$ cat src/rtl/alu_cmd_sequencer.sv
// Command FIFO and issue sequencer in front of a registered ALU.
// Returns each result with its tag and zero flag over a valid/ready port.
module alu_cmd_sequencer #(
    parameter int W     = 16,
    parameter int DEPTH = 4,
    parameter int TAG_W = 4,
    localparam int AW   = $clog2(DEPTH),
    localparam int LW   = AW + 1
) (
    input  logic             clk,
    input  logic             reset,
    input  logic             in_valid,
    output logic             in_ready,
    input  logic [W-1:0]     in_a,
    input  logic [W-1:0]     in_b,
    input  logic [1:0]       in_op,
    input  logic [TAG_W-1:0] in_tag,
    output logic [W-1:0]     alu_a,
    output logic [W-1:0]     alu_b,
    output logic [1:0]       alu_op,
    input  logic [W-1:0]     alu_y,
    output logic             out_valid,
    input  logic             out_ready,
    output logic [W-1:0]     out_y,
    output logic [TAG_W-1:0] out_tag,
    output logic             out_zero,
    output logic [LW-1:0]    fifo_level
);

    typedef struct packed {
        logic [W-1:0]     a;
        logic [W-1:0]     b;
        logic [1:0]       op;
        logic [TAG_W-1:0] tag;
    } cmd_t;

    typedef enum logic [1:0] {IDLE, EXEC, CAPT, OUT} state_t;

    cmd_t             mem [DEPTH];
    cmd_t             head;
    logic [AW-1:0]    wptr;
    logic [AW-1:0]    rptr;
    logic [TAG_W-1:0] cur_tag;
    state_t           state;
    logic             push;
    logic             pop;
    logic             empty;

    // in_ready ignores a same-cycle pop, so a full FIFO never accepts
    assign empty    = (fifo_level == '0);
    assign in_ready = (fifo_level != LW'(DEPTH));
    assign push     = in_valid && in_ready;
    assign pop      = !empty && (state == IDLE || (state == OUT && out_ready));
    assign head     = mem[rptr];

    always_ff @(posedge clk) begin
        if (push && !reset) begin
            mem[wptr] <= {in_a, in_b, in_op, in_tag};
        end
    end

    always_ff @(posedge clk) begin
        if (reset) begin
            wptr       <= '0;
            rptr       <= '0;
            fifo_level <= '0;
        end else begin
            if (push) wptr <= wptr + 1'b1;
            if (pop)  rptr <= rptr + 1'b1;
            case ({push, pop})
                2'b10:   fifo_level <= fifo_level + 1'b1;
                2'b01:   fifo_level <= fifo_level - 1'b1;
                default: fifo_level <= fifo_level;
            endcase
        end
    end

    always_ff @(posedge clk) begin
        if (reset) begin
            state     <= IDLE;
            alu_a     <= '0;
            alu_b     <= '0;
            alu_op    <= '0;
            cur_tag   <= '0;
            out_valid <= 1'b0;
            out_y     <= '0;
            out_tag   <= '0;
            out_zero  <= 1'b0;
        end else begin
            if (pop) begin
                alu_a   <= head.a;
                alu_b   <= head.b;
                alu_op  <= head.op;
                cur_tag <= head.tag;
            end
            unique case (state)
                IDLE: begin
                    if (!empty) state <= EXEC;
                end
                EXEC: begin
                    state <= CAPT;
                end
                CAPT: begin
                    out_y     <= alu_y;
                    out_tag   <= cur_tag;
                    out_zero  <= (alu_y == '0);
                    out_valid <= 1'b1;
                    state     <= OUT;
                end
                OUT: begin
                    if (out_ready) begin
                        out_valid <= 1'b0;
                        state     <= empty ? IDLE : EXEC;
                    end
                end
            endcase
        end
    end

endmodule

$ cat config.mk
export PLATFORM = sky130hd
export DESIGN_NAME = alu_cmd_sequencer
export DESIGN_NICKNAME = d
export VERILOG_FILES = /design/src/rtl/alu_cmd_sequencer.sv
export SDC_FILE = /design/constraint.sdc
export NUM_CORES = 1
export LEC_CHECK = 0
export BUFFER_PORTS_ARGS = -buffer_cell sky130_fd_sc_hd__buf_4
export CORE_MARGIN = 10
export CORE_UTILIZATION = 61
export CTS_CLUSTER_DIAMETER = 60
export DETAILED_ROUTE_END_ITERATION = 8
export GPL_TIMING_DRIVEN = 0
export PLACE_DENSITY = 0.82
export SLEW_MARGIN = 20
export SYNTH_ARGS = -nofsm -noshare
export SYNTH_HDL_FRONTEND = slang
export SYNTH_SLANG_ARGS = --single-unit
$ cat constraint.sdc
create_clock -name clk -period 4.3 [get_ports clk]
set_input_delay 0.86 -clock clk [delete_from_list [all_inputs] [get_ports clk]]
set_output_delay 0.86 -clock clk [all_outputs]
set_load 0.005 [all_outputs]
==> results.json <==
{
  "insertion_delay_ps": 490,
  "max_cap_violations": 0,
  "synth_top_area_share_pct": 54.7,
  "routed_via_density": 5.97,
  "tightest_slew_ps": 635,
  "worst_setup_path_start_kind": "register",
  "arrival_ps": 3260,
  "synth_nets": 589,
  "netlist_top_cells_area": "edfxtp_1 55%, dfxtp_1 17%, mux4_2 10%",
  "synth_top_area_cell": "edfxtp_1",
  "ys_ff_latch": 221,
  "drt-initial-drc-count": 491,
  "path_class": "reg2reg",
  "synthArstFlopShare_pct": 0,
  "slew_headroom_pct": 57.6,
  "p_clk_share_pct": 26.8,
  "worstReg2RegEnd": "fifo_level[2]",
  "antenna_left": 0,
  "r2r.worst_path.cells": 10,
  "die_w_um": 137,
  "synth-main-ff-cell": "edfxtp_1",
  "grt_overflow": 0,
  "synthDistinctLibCells": 37,
  "post-route-drc-count": 0,
  "antenna_found_initial": 0,
  "finalSetupViolations": 0,
  "synthCells": 521,
  "reg2reg_from": "state[0]",
  "critPathCaptureType": "register",
  "rsz0062_at_grt": "false",
  "final_net_count": 732,
  "fp.dieH_um": 137,
  "grt_start_max_net_pins": 27,
  "grtUsageMet3_pct": 3.52,
  "port_buffers": 116,
  "grt_usage_pct": 19.7,
  "postCtsHoldBufs": 0,
  "critPathMaxFanout": 10,
  "maxSlewViolCount": 0,
  "crit_end": "fifo_level[2]",
  "vias": 5095,
  "dr.pass1.iters": 5,
  "routed_wl_um": 18700,
  "cts-resized-gates": 0,
  "met2_usage_pct": 34.7,
  "p_int_w": 0.00438,
  "rows": 42,
  "grt_pass1_vias": 5324,
  "grt-busiest-layer": "met2",
  "clockBufferDepth": 3,
  "outcome": "finished clean",
  "ys_top_cells_by_count": "152 x edfxtp_1, 69 x dfxtp_1, 44 x a21oi_1",
  "syn_area_sq_mm": 0.00835,
  "fin_area_sq_mm": 0.0102,
  "switchingPower_w": 0.00186,
  "synthToLayoutAreaGrowth_pct": 21.7,
  "wl_per_cell_um": 21.9,
  "skew_ps": 14.9,
  "fmax_mhz": 349,
  "yosys_warnings": 0,
  "dieArea_sq_mm": 0.0188,
  "comb_power_share_pct": 29.6,
  "yosysSeqAreaShare_pct": 71.2,
  "post-dp-hpwl_um": 12500,
  "required_ps": 4700,
  "final-hold-violation-count": 0,
  "min_from": "alu_a[8]",
  "cts.htree.levels": 1,
  "fin_cells": 854,
  "layout_min_cycle_time_ps": 2860,
  "p_per_area_mw_per_mm2": 614,
  "power_leakage_nw": 3.59,
  "fin_crit_sh_pct": 66.6,
  "layout-drive-gt1-share_pct": 31.7,
  "fill_cells": 791,
  "cts_tree": "yes",
  "clkTransAtPathRegs_ps": 60,
  "grt_first_pass_wirelength_um": 28900,
  "place_congestion": 0.816,
  "clock_sinks": 221,
  "postCtsSetupRepairBufs": 0,
  "pin_count": 118,
  "cts_made_buffers": 21,
  "synth_most_common_cell": "edfxtp_1",
  "core-area_sq_mm": 0.0133,
  "fin_tns_setup_ps": 0,
  "switching_share_pct": 29.8,
  "grtUsageMet1_pct": 23.7,
  "sequentialPowerShare_pct": 43.6,
  "placed_area_sq_mm": 0.00954,
  "vdd_drop_max_v": 0.000388,
  "hp-class": "reg2reg",
  "clock-root-buffer": "clkbuf_16",
  "startpoint": "state[0]",
  "syn_avg_cell_area_sq_um": 16.0,
  "reg2reg_setup_slack_ps": 1440,
  "synth-edff-count": 152,
  "placedCellCount": 817,
  "initial_utilization_pct": 62.5,
  "diodes": 0
}
-- final cells by class --
| type | instances | area [sq um] | area share [%] |
|---|---|---|---|
| plain buffers | 36 | 195 | 1.92 |
| clock buffers | 34 | 604 | 5.95 |
| clock inverters | 3 | 15.0 | 0.148 |
| inverters | 7 | 26.3 | 0.259 |
| multi-input cells | 257 | 2180 | 21.5 |
| flip-flops and latches | 221 | 5950 | 58.5 |
| well taps | 176 | 220 | 2.17 |
| repair buffers | 120 | 966 | 9.51 |
-- sequential cells by signal, indices dropped and copies added, names as in the netlist, 2 cells and up --
signal,cells
state,2
fifo_level,3
wptr,2
alu_op,2
mem,152
out_y,16
cur_tag,4
alu_b,16
out_tag,4
alu_a,16
rptr,2
-- layout by cell type, fill, tap and decap left out, drive strengths merged, types with 2 or more instances in the layout --
master,instances
mux4,38
nor3,2
nand2,3
and2,4
clkinv,2
dfxtp,69
a21o,3
nor4,4
nor2b,2
edfxtp,152
a21oi,45
o21ai,43
nor2,25
buf,147
or3,3
mux2i,21
inv,8
nand3,43
ha,9
clkbuf,43
-- metrics by stage --
step	power [W]	hold slack (ps)	setup slack (ps)	util, %
6_report	0.00624	484	1440	76.1
5_1_grt	0.00654	505	1280	76.1
3_3_place_gp	0.00450	461	936	70.7
2_1_floorplan	0.00384	454	1680	-
4_1_cts	0.00627	482	1480	76.1
3_5_place_dp	0.00460	473	1280	71.5
-- logic make-up after synthesis --
kind of cell,after synthesis,share of synthesized area (%)
AO/OA/AOI/OAI,95,5.97
XOR/XNOR,2,0.210
adder cells (fa/ha/maj),10,1.59
buffers and inverters,43,2.65
flip-flops,221,71.2
multiplexers,59,12.8
AND/OR/NAND/NOR,91,5.58
-- worst min-delay path by stage --
stage                     cells after the start          to  slack, ps
after floorplan                               2  cur_tag[0]        450
after global placement                        2  cur_tag[3]        460
after detailed placement                      2   alu_b[15]        470
after CTS                                     2    alu_a[2]        480
after global routing                          2    alu_a[9]        500
final                                         2    alu_a[8]        480
-- power by group through the flow --
stage	Combinational, W	Sequential [W]	Clock [W]
5_1_grt	0.00201	0.00275	0.00178
3_5_place_dp	0.00184	0.00276	0
2_1_floorplan	0.00111	0.00273	0
6_report	0.00184	0.00272	0.00167
3_3_place_gp	0.00175	0.00275	0
4_1_cts	0.00185	0.00272	0.00170
-- worst max-delay path, stage by stage, from the launching register on --
cell	delay [ps]
dfxtp_1	400
inv_1	110
ha_1	260
a21oi_1	350
buf_2	300
nor2_1	100
ha_1	260
fa_1	390
xnor2_1	150
or3_1	310
a21oi_1	140
-- per-layer routing --
layer,vias up,wire [um]
met5,-,0
met3,53,1390
met4,0,541
met1,2526,7040
li1,2285,-
met2,231,9690
(Power assumes the default switching activity.)
